`src/rtl/dm_port_arbiter_pkg.sv`:
```
// Shared constants for the data-memory port arbiter.
// Memory op encodings and arbiter state codes.
package dm_port_arbiter_pkg;

  localparam int DM_ADDR_BIT = 32;
  localparam int DM_OP_BIT   = 3;
  localparam int BEAT_BIT    = 4;

  localparam logic [DM_OP_BIT-1:0] DM_OP_WD = 3'b010;

  localparam int ARB_STATE_BIT = 1;
  localparam logic [ARB_STATE_BIT-1:0] ARB_CPU = 1'b0;
  localparam logic [ARB_STATE_BIT-1:0] ARB_DMA = 1'b1;

  function automatic logic [BEAT_BIT+1:0] beat_ofs(
    input logic [BEAT_BIT-1:0] beat
  );
    return {beat, 2'b00};
  endfunction

endpackage

```
`src/rtl/dm_port_arbiter_if.sv`:
```
// CPU, DMA and data-memory signal bundle around the arbiter.
// slave = arbiter view, master = surrounding logic view.
interface dm_port_arbiter_if
  import dm_port_arbiter_pkg::*;
#(
  parameter int ADDR_BIT = DM_ADDR_BIT
) ();

  logic                 cpu_valid;
  logic                 cpu_w_en;
  logic [DM_OP_BIT-1:0] cpu_op;
  logic [ADDR_BIT-1:0]  cpu_addr;
  logic [31:0]          cpu_wdata;
  logic [31:0]          cpu_rdata;
  logic                 cpu_stall;

  logic                 dma_req;
  logic                 dma_we;
  logic [ADDR_BIT-1:0]  dma_addr;
  logic [BEAT_BIT-1:0]  dma_len;
  logic                 dma_gnt;
  logic [31:0]          dma_wdata;
  logic                 dma_wready;
  logic [31:0]          dma_rdata;
  logic                 dma_rvalid;
  logic                 dma_done;

  logic [DM_OP_BIT-1:0] mem_op;
  logic                 mem_w_en;
  logic [ADDR_BIT-1:0]  mem_addr;
  logic [31:0]          mem_wdata;
  logic [31:0]          mem_rdata;

  modport slave (
    input  cpu_valid, cpu_w_en, cpu_op,
    input  cpu_addr, cpu_wdata,
    output cpu_rdata, cpu_stall,
    input  dma_req, dma_we, dma_addr,
    input  dma_len, dma_wdata,
    output dma_gnt, dma_wready, dma_rdata,
    output dma_rvalid, dma_done,
    output mem_op, mem_w_en, mem_addr,
    output mem_wdata,
    input  mem_rdata
  );

  modport master (
    output cpu_valid, cpu_w_en, cpu_op,
    output cpu_addr, cpu_wdata,
    input  cpu_rdata, cpu_stall,
    output dma_req, dma_we, dma_addr,
    output dma_len, dma_wdata,
    input  dma_gnt, dma_wready, dma_rdata,
    input  dma_rvalid, dma_done,
    input  mem_op, mem_w_en, mem_addr,
    input  mem_wdata,
    output mem_rdata
  );

endinterface

```
`src/rtl/dm_port_arbiter_burst.sv`:
```
// Burst beat counter: latches base/length at grant and
// produces the current beat address and last-beat flag.
module SynBurstCounter
  import dm_port_arbiter_pkg::*;
#(
  parameter int ADDR_BIT = DM_ADDR_BIT
) (
  input  logic                clk,
  input  logic                rst,
  input  logic                load,
  input  logic                step,
  input  logic [ADDR_BIT-1:0] load_base,
  input  logic [BEAT_BIT-1:0] load_last,
  output logic [ADDR_BIT-1:0] addr,
  output logic                is_last
);

  logic [BEAT_BIT-1:0] beat;
  logic [BEAT_BIT-1:0] last;
  logic [ADDR_BIT-1:0] base;

  always_ff @(posedge clk or posedge rst) begin
    if (rst) begin
      beat <= '0;
      last <= '0;
      base <= '0;
    end else if (load) begin
      base <= load_base;
      last <= load_last;
      beat <= '0;
    end else if (step) begin
      beat <= beat + BEAT_BIT'(1);
    end
  end

  // address wraps modulo the memory size
  assign addr    = base + ADDR_BIT'(beat_ofs(beat));
  assign is_last = beat == last;

endmodule

```
`src/rtl/dm_port_arbiter.sv`:
```
// Shares the data memory port between the DM stage and a
// DMA/debug burst requester; CPU owns the port by default.
module dm_port_arbiter
  import dm_port_arbiter_pkg::*;
#(
  parameter int ADDR_BIT = DM_ADDR_BIT,
  parameter int MAX_WAIT = 4
) (
  input logic             clk,
  input logic             rst,
  input logic             en,
  dm_port_arbiter_if.slave bus
);

  logic [ARB_STATE_BIT-1:0] state;
  logic [3:0]               wait_cnt;
  logic                     dir;
  logic                     act;
  logic                     in_dma;
  logic                     starved;
  logic                     grant;
  logic                     is_last;
  logic [ADDR_BIT-1:0]      burst_addr;

  assign act     = en & ~rst;
  assign in_dma  = state == ARB_DMA;
  assign starved = wait_cnt == 4'(MAX_WAIT);
  assign grant   = act & ~in_dma & bus.dma_req
                 & (~bus.cpu_valid | starved);

  always_ff @(posedge clk or posedge rst) begin
    if (rst) begin
      state    <= ARB_CPU;
      wait_cnt <= '0;
      dir      <= 1'b0;
    end else if (en) begin
      unique case (1'b1)
        in_dma: if (is_last) state <= ARB_CPU;
        grant: begin
          state <= ARB_DMA;
          dir   <= bus.dma_we;
        end
        default: ;
      endcase
      if (grant || !bus.dma_req)
        wait_cnt <= '0;
      else if (!in_dma && bus.cpu_valid && !starved)
        wait_cnt <= wait_cnt + 4'd1;
    end
  end

  SynBurstCounter #(
    .ADDR_BIT (ADDR_BIT)
  ) u_burst (
    .clk       (clk),
    .rst       (rst),
    .load      (grant),
    .step      (act & in_dma),
    .load_base (bus.dma_addr),
    .load_last (bus.dma_len),
    .addr      (burst_addr),
    .is_last   (is_last)
  );

  always_comb begin
    bus.mem_op    = bus.cpu_op;
    bus.mem_addr  = bus.cpu_addr;
    bus.mem_wdata = bus.cpu_wdata;
    bus.mem_w_en  = act & bus.cpu_valid & bus.cpu_w_en;
    if (in_dma) begin
      bus.mem_op    = DM_OP_WD;
      bus.mem_addr  = burst_addr;
      bus.mem_wdata = bus.dma_wdata;
      bus.mem_w_en  = act & dir;
    end
  end

  assign bus.cpu_rdata  = bus.mem_rdata;
  assign bus.cpu_stall  = in_dma & bus.cpu_valid;
  assign bus.dma_gnt    = grant;
  assign bus.dma_wready = act & in_dma & dir;
  assign bus.dma_rvalid = act & in_dma & ~dir;
  assign bus.dma_rdata  = bus.mem_rdata;
  assign bus.dma_done   = act & in_dma & is_last;

endmodule

```
`src/flat_wrapper.sv`:
```
// flat-port wrapper written by rule: the top's interface ports become plain ports
module dm_port_arbiter_flat import dm_port_arbiter_pkg::*;
#(
  parameter int ADDR_BIT = DM_ADDR_BIT,
  parameter int MAX_WAIT = 4
)
  (clk, rst, en, bus_cpu_valid, bus_cpu_w_en, bus_cpu_op, bus_cpu_addr, bus_cpu_wdata, bus_cpu_rdata, bus_cpu_stall, bus_dma_req, bus_dma_we, bus_dma_addr, bus_dma_len, bus_dma_wdata, bus_dma_gnt, bus_dma_wready, bus_dma_rdata, bus_dma_rvalid, bus_dma_done, bus_mem_op, bus_mem_w_en, bus_mem_addr, bus_mem_wdata, bus_mem_rdata);
  dm_port_arbiter_if #(.ADDR_BIT(ADDR_BIT)) bus_i ();
  input logic clk;
  input logic rst;
  input logic en;
  input wire logic [$bits(bus_i.cpu_valid)-1:0] bus_cpu_valid;
  input wire logic [$bits(bus_i.cpu_w_en)-1:0] bus_cpu_w_en;
  input wire logic [$bits(bus_i.cpu_op)-1:0] bus_cpu_op;
  input wire logic [$bits(bus_i.cpu_addr)-1:0] bus_cpu_addr;
  input wire logic [$bits(bus_i.cpu_wdata)-1:0] bus_cpu_wdata;
  output wire logic [$bits(bus_i.cpu_rdata)-1:0] bus_cpu_rdata;
  output wire logic [$bits(bus_i.cpu_stall)-1:0] bus_cpu_stall;
  input wire logic [$bits(bus_i.dma_req)-1:0] bus_dma_req;
  input wire logic [$bits(bus_i.dma_we)-1:0] bus_dma_we;
  input wire logic [$bits(bus_i.dma_addr)-1:0] bus_dma_addr;
  input wire logic [$bits(bus_i.dma_len)-1:0] bus_dma_len;
  input wire logic [$bits(bus_i.dma_wdata)-1:0] bus_dma_wdata;
  output wire logic [$bits(bus_i.dma_gnt)-1:0] bus_dma_gnt;
  output wire logic [$bits(bus_i.dma_wready)-1:0] bus_dma_wready;
  output wire logic [$bits(bus_i.dma_rdata)-1:0] bus_dma_rdata;
  output wire logic [$bits(bus_i.dma_rvalid)-1:0] bus_dma_rvalid;
  output wire logic [$bits(bus_i.dma_done)-1:0] bus_dma_done;
  output wire logic [$bits(bus_i.mem_op)-1:0] bus_mem_op;
  output wire logic [$bits(bus_i.mem_w_en)-1:0] bus_mem_w_en;
  output wire logic [$bits(bus_i.mem_addr)-1:0] bus_mem_addr;
  output wire logic [$bits(bus_i.mem_wdata)-1:0] bus_mem_wdata;
  input wire logic [$bits(bus_i.mem_rdata)-1:0] bus_mem_rdata;
  assign bus_i.cpu_valid = bus_cpu_valid;
  assign bus_i.cpu_w_en = bus_cpu_w_en;
  assign bus_i.cpu_op = bus_cpu_op;
  assign bus_i.cpu_addr = bus_cpu_addr;
  assign bus_i.cpu_wdata = bus_cpu_wdata;
  assign bus_cpu_rdata = bus_i.cpu_rdata;
  assign bus_cpu_stall = bus_i.cpu_stall;
  assign bus_i.dma_req = bus_dma_req;
  assign bus_i.dma_we = bus_dma_we;
  assign bus_i.dma_addr = bus_dma_addr;
  assign bus_i.dma_len = bus_dma_len;
  assign bus_i.dma_wdata = bus_dma_wdata;
  assign bus_dma_gnt = bus_i.dma_gnt;
  assign bus_dma_wready = bus_i.dma_wready;
  assign bus_dma_rdata = bus_i.dma_rdata;
  assign bus_dma_rvalid = bus_i.dma_rvalid;
  assign bus_dma_done = bus_i.dma_done;
  assign bus_mem_op = bus_i.mem_op;
  assign bus_mem_w_en = bus_i.mem_w_en;
  assign bus_mem_addr = bus_i.mem_addr;
  assign bus_mem_wdata = bus_i.mem_wdata;
  assign bus_i.mem_rdata = bus_mem_rdata;
  dm_port_arbiter #(.ADDR_BIT(ADDR_BIT), .MAX_WAIT(MAX_WAIT)) u_core (.clk(clk), .rst(rst), .en(en), .bus(bus_i));
endmodule
```
`config.mk`:
```
export PLATFORM = sky130hd
export DESIGN_NAME = dm_port_arbiter_flat
export DESIGN_NICKNAME = d
export VERILOG_FILES = /design/src/rtl/dm_port_arbiter_pkg.sv /design/src/rtl/dm_port_arbiter_if.sv /design/src/rtl/dm_port_arbiter_burst.sv /design/src/rtl/dm_port_arbiter.sv /design/src/flat_wrapper.sv
export SDC_FILE = /design/constraint.sdc
export NUM_CORES = 1
export LEC_CHECK = 0
export CAP_MARGIN = 20
export CORE_AREA = 4 4 118 120
export CTS_BUF_LIST = sky130_fd_sc_hd__clkbuf_8
export DETAILED_ROUTE_END_ITERATION = 10
export DIE_AREA = 0 0 122 124
export PLACE_DENSITY = 0.8
export SETUP_SLACK_MARGIN = 0.3
export SLEW_MARGIN = 25
export SYNTH_ARGS = -nofsm -noshare
export SYNTH_HDL_FRONTEND = slang
export SYNTH_SLANG_ARGS = --single-unit
```
`constraint.sdc`:
```
create_clock -name clk -period 3.4 [get_ports clk]
set_input_delay 0.85 -clock clk [delete_from_list [all_inputs] [get_ports clk]]
set_output_delay 0.85 -clock clk [all_outputs]
set_load 0.005 [all_outputs]
```
==> results.rst <==
.. list-table::
   :header-rows: 1

   * - Metric
     - Value
   * - Count of synthesis-stage warnings from yosys
     - 0
   * - Highest achievable clock rate
     - between 300 and 400 MHz
   * - Antenna diodes
     - 0
   * - Nature of the critical path startpoint
     - flip-flop
   * - Clock Pin Slew Worst Setup and Hold Paths
     - approximately 80 ps
   * - Count of different cell masters after synthesis
     - 44
   * - Synthesized netlist cell count
     - 398
   * - Number of vias after detailed routing
     - around 3,600
   * - Number of levels the H-tree was split into
     - 2
   * - Leading register cell type out of synthesis
     - sky130_fd_sc_hd__dfrtp_1
   * - Detailed Place HPWL
     - slightly below 10,000 um
   * - Total setup violations reported at the end of the flow
     - 0
   * - Result of the run
     - complete, no violations
   * - WL final
     - between 10,000 and 15,000 um
   * - Clock net sink count
     - 46
   * - Unrepaired setup endpoints after global routing
     - true
   * - Static power due to leakage
     - 2.68 nW
   * - Register bit total from synthesis
     - 46
   * - Arrival time reported for the critical path endpoint
     - 2400 ps
   * - Mean post-synth cell area
     - about 9.6 um2
   * - Post-route DRC
     - 0
   * - Nets in the synthesized netlist
     - a little under 600
   * - Vertical die dimension
     - 124 um
   * - Relative max-transition margin
     - between 50% and 60%
   * - Count of pins over their slew limit
     - 0
   * - Clock latency of the later-clocked register in the worst-skew pair
     - about 290 ps
   * - Remaining Overflow, GRT
     - 0
   * - Die footprint
     - ~15,000 um2
   * - Element type at the critical path end
     - output port
   * - Antenna violations before repair
     - 0
   * - Number of clock buffers inserted by TritonCTS
     - 5
   * - All-Layer GR Usage
     - 17.1%
   * - Buffer levels on the longest clock path
     - 2
   * - Maximum number of pins on one net before global-route repair
     - between 60 and 70
   * - Total of buffers placed on input and output ports
     - ~210
   * - Area growth, synth to finish
     - 69.2%
   * - Fraction of synthesis flops using an asynchronous set or reset pin
     - 100%
   * - Tmin final
     - about 3200 ps
   * - Final nets
     - between 700 and 800
   * - Vias in the first global route
     - around 3,900
   * - Share of layout cells above drive strength 1
     - between 30% and 40%
   * - Worst VDD drop
     - ~0.35 mV
   * - Max Fanout on Critical Path
     - 4
   * - Detailed-route wire length per cell
     - between 15 and 20 um
   * - Part of the Yosys area used for sequential elements
     - 30.1%
   * - First drt pass iteration count
     - 4
   * - Die extent in x
     - 122 um
   * - Initial Utilization
     - just under 30%
   * - Final clock period utilization by the worst path
     - 95.5%
   * - Setup CP Type
     - flip-flop to output port
   * - Maximum clock skew at final layout
     - slightly above 6 ps
   * - Data required time of the worst path
     - between 2000 and 3000 ps
   * - Root buf cell
     - sky130_fd_sc_hd__clkbuf_8
   * - Number of fill cells in the layout
     - 1,177
   * - Top-level I/O count
     - 311
   * - Clock tree from TritonCTS
     - yes
   * - Count of antenna-violating nets left after detailed routing
     - 0
   * - Post-Syn Area
     - between 3000 and 4000 um2
   * - Least-Margin Pin Slew
     - between 700 and 800 ps
   * - Final hold vios
     - 0
   * - Global placer's final weighted congestion
     - approximately 0.82
   * - Design area
     - 6470 um2
   * - Post-Place Cell Area
     - around 5700 um2
   * - First-iteration detailed-routing DRC count
     - roughly 100
   * - Cts hold-fix bufs
     - 0
   * - Ratio of total power to cell area
     - about 670 nW/um2
   * - Hold/Removal Path Class
     - flip-flop to flip-flop
   * - Row Count
     - between 40 and 50
   * - Max-capacitance violation count
     - 0
   * - Vias per cell
     - ~4.7
   * - First-pass GRT wire length
     - ~20,000 um
   * - Final setup TNS
     - 0 ps
   * - EDFF count, synth
     - 0
   * - Std-Cell Core Area
     - 13,000 um2
==> layer usage <==
metal | track usage, % | up-vias | wire, um
li1 | - | 1705 | -
met1 | 19.7 | 1736 | 5210
met2 | 30.8 | 136 | 7100
met3 | 3.81 | 47 | 901
met4 | 6.44 | 0 | 445
met5 | 0 | - | 0
==> kinds of logic after synthesis <==
kind of cell	Yosys count	synth area share, %
muxes	75	22.0
buffers and inverters	89	15.6
and+or+nand+nor	101	15.1
adders and majority gates	8	2.81
DFF	46	30.1
AOI/OAI and AO/OA	45	6.51
xor gates and xnor gates	34	7.79
==> state kept, by name, indices dropped and copies added (netlist names) <==
signal and cells:
u_core.in_dma 1, u_core.wait_cnt 4, u_core.u_burst.base 32, u_core.dir 1, u_core.u_burst.beat 4, u_core.u_burst.last 4
==> layout make-up <==
class	instances	area [um2]	area share, %
repair buffers	276	2620	40.5
multi-input cells	263	2340	36.2
flip-flops and latches	46	1160	18.0
well taps	176	220	3.40
clock buffers	5	68.8	1.06
clock inverters	3	37.5	0.580
inverters	4	15.0	0.232
==> cell usage after synthesis, drive strengths merged (3+ instances only) <==
cell type / instances / area share, %
and2: 4 / 0.65
nor2b: 6 / 0.98
mux2: 74 / 22
and3: 4 / 0.72
nor3b: 4 / 0.79
nand2: 19 / 1.9
nor4b: 6 / 1.7
nor3: 5 / 0.65
a21o: 3 / 0.59
clkbuf: 15 / 1.5
nand3: 3 / 0.39
a21oi: 30 / 3.9
buf: 70 / 14
ha: 7 / 2.3
o21ai: 5 / 0.65
nand4: 4 / 1.2
a31oi: 3 / 0.49
nor4: 7 / 1.7
dfrtp: 46 / 30
xor2: 6 / 1.4
nor2: 34 / 3.3
xnor2: 28 / 6.4
inv: 4 / 0.39
==> critical path, stage by stage, from the launching register on <==
cell                      delay, ps
sky130_fd_sc_hd__dfrtp_1        400
sky130_fd_sc_hd__ha_2           220
sky130_fd_sc_hd__fa_2           340
sky130_fd_sc_hd__a21o_1         190
sky130_fd_sc_hd__a21oi_4        190
sky130_fd_sc_hd__buf_6          160
sky130_fd_sc_hd__buf_6          120
sky130_fd_sc_hd__nor4b_2         60
sky130_fd_sc_hd__xnor2_1        120
sky130_fd_sc_hd__a21oi_1        150
sky130_fd_sc_hd__buf_2          150
==> timing repair <==
item,4_1_cts,5_1_grt
gates resized for setup,165,27
pin swaps,48,22
buffers inserted,43,7
endpoints found under the setup margin,32,29
cloned,2,0
==> report_power, final <==
group / switching (W) / total (W) / internal (W)
Sequential: 0.000405 / 0.00122 / 0.000810
Combinational: 0.00101 / 0.00274 / 0.00172
Clock: 0.000183 / 0.000397 / 0.000214
Total: 0.00160 / 0.00435 / 0.00275
==> cell usage in the layout, fill, tap and decap left out, types with 3 or more instances in the layout <==
cell	n
sky130_fd_sc_hd__buf_6	27
sky130_fd_sc_hd__o21ai_0	5
sky130_fd_sc_hd__dlymetal6s2s_1	3
sky130_fd_sc_hd__nor4b_4	5
sky130_fd_sc_hd__dfrtp_1	37
sky130_fd_sc_hd__nand3_1	3
sky130_fd_sc_hd__nor3_1	3
sky130_fd_sc_hd__dlygate4sd2_1	4
sky130_fd_sc_hd__dfrtp_2	8
sky130_fd_sc_hd__and2_1	3
sky130_fd_sc_hd__a21oi_1	26
sky130_fd_sc_hd__ha_4	3
sky130_fd_sc_hd__nand2_1	19
sky130_fd_sc_hd__clkbuf_8	5
sky130_fd_sc_hd__xor2_1	6
sky130_fd_sc_hd__nor4_4	3
sky130_fd_sc_hd__a21o_1	3
sky130_fd_sc_hd__nor4_2	3
sky130_fd_sc_hd__nor2b_1	3
sky130_fd_sc_hd__nor2_1	33
sky130_fd_sc_hd__buf_4	32
sky130_fd_sc_hd__mux2_2	74
sky130_fd_sc_hd__buf_12	3
sky130_fd_sc_hd__xnor2_1	26
sky130_fd_sc_hd__clkdlybuf4s50_1	181
sky130_fd_sc_hd__buf_2	26
sky130_fd_sc_hd__inv_1	5
sky130_fd_sc_hd__a31oi_1	3
sky130_fd_sc_hd__ha_1	3
==> stage by stage <==
stage                     util (%)  power, W  setup slack [ps]  hold slack (ps)  std cells
after global placement        44.0   0.00336              45.8              468        713
after CTS                     48.9   0.00425               149              522        766
final                         49.8   0.00435               153              513        773
after floorplan                  -   0.00233               315              447        398
after global routing          49.8   0.00466              9.49              550        773
after detailed placement      44.0   0.00345              32.1              500        713
==> final timing paths <==
kind | startpoint | end | slack (ps) | depth (start not counted)
worst max-delay path | u_core.u_burst.beat[0] | bus_mem_addr[20] | 150 | 10
worst min-delay path | u_core.u_burst.base[0] | u_core.u_burst.base[0] | 510 | 1
worst max register to register | u_core.wait_cnt[0] | u_core.u_burst.base[22] | 970 | 7
worst min register to register | u_core.u_burst.base[0] | u_core.u_burst.base[0] | 510 | 1
max in group asynchronous | rst | u_core.u_burst.beat[1] | 1850 | 3
min in group asynchronous | rst | u_core.dir | 1010 | 2
Note: power is estimated with default switching activity, not from simulation.
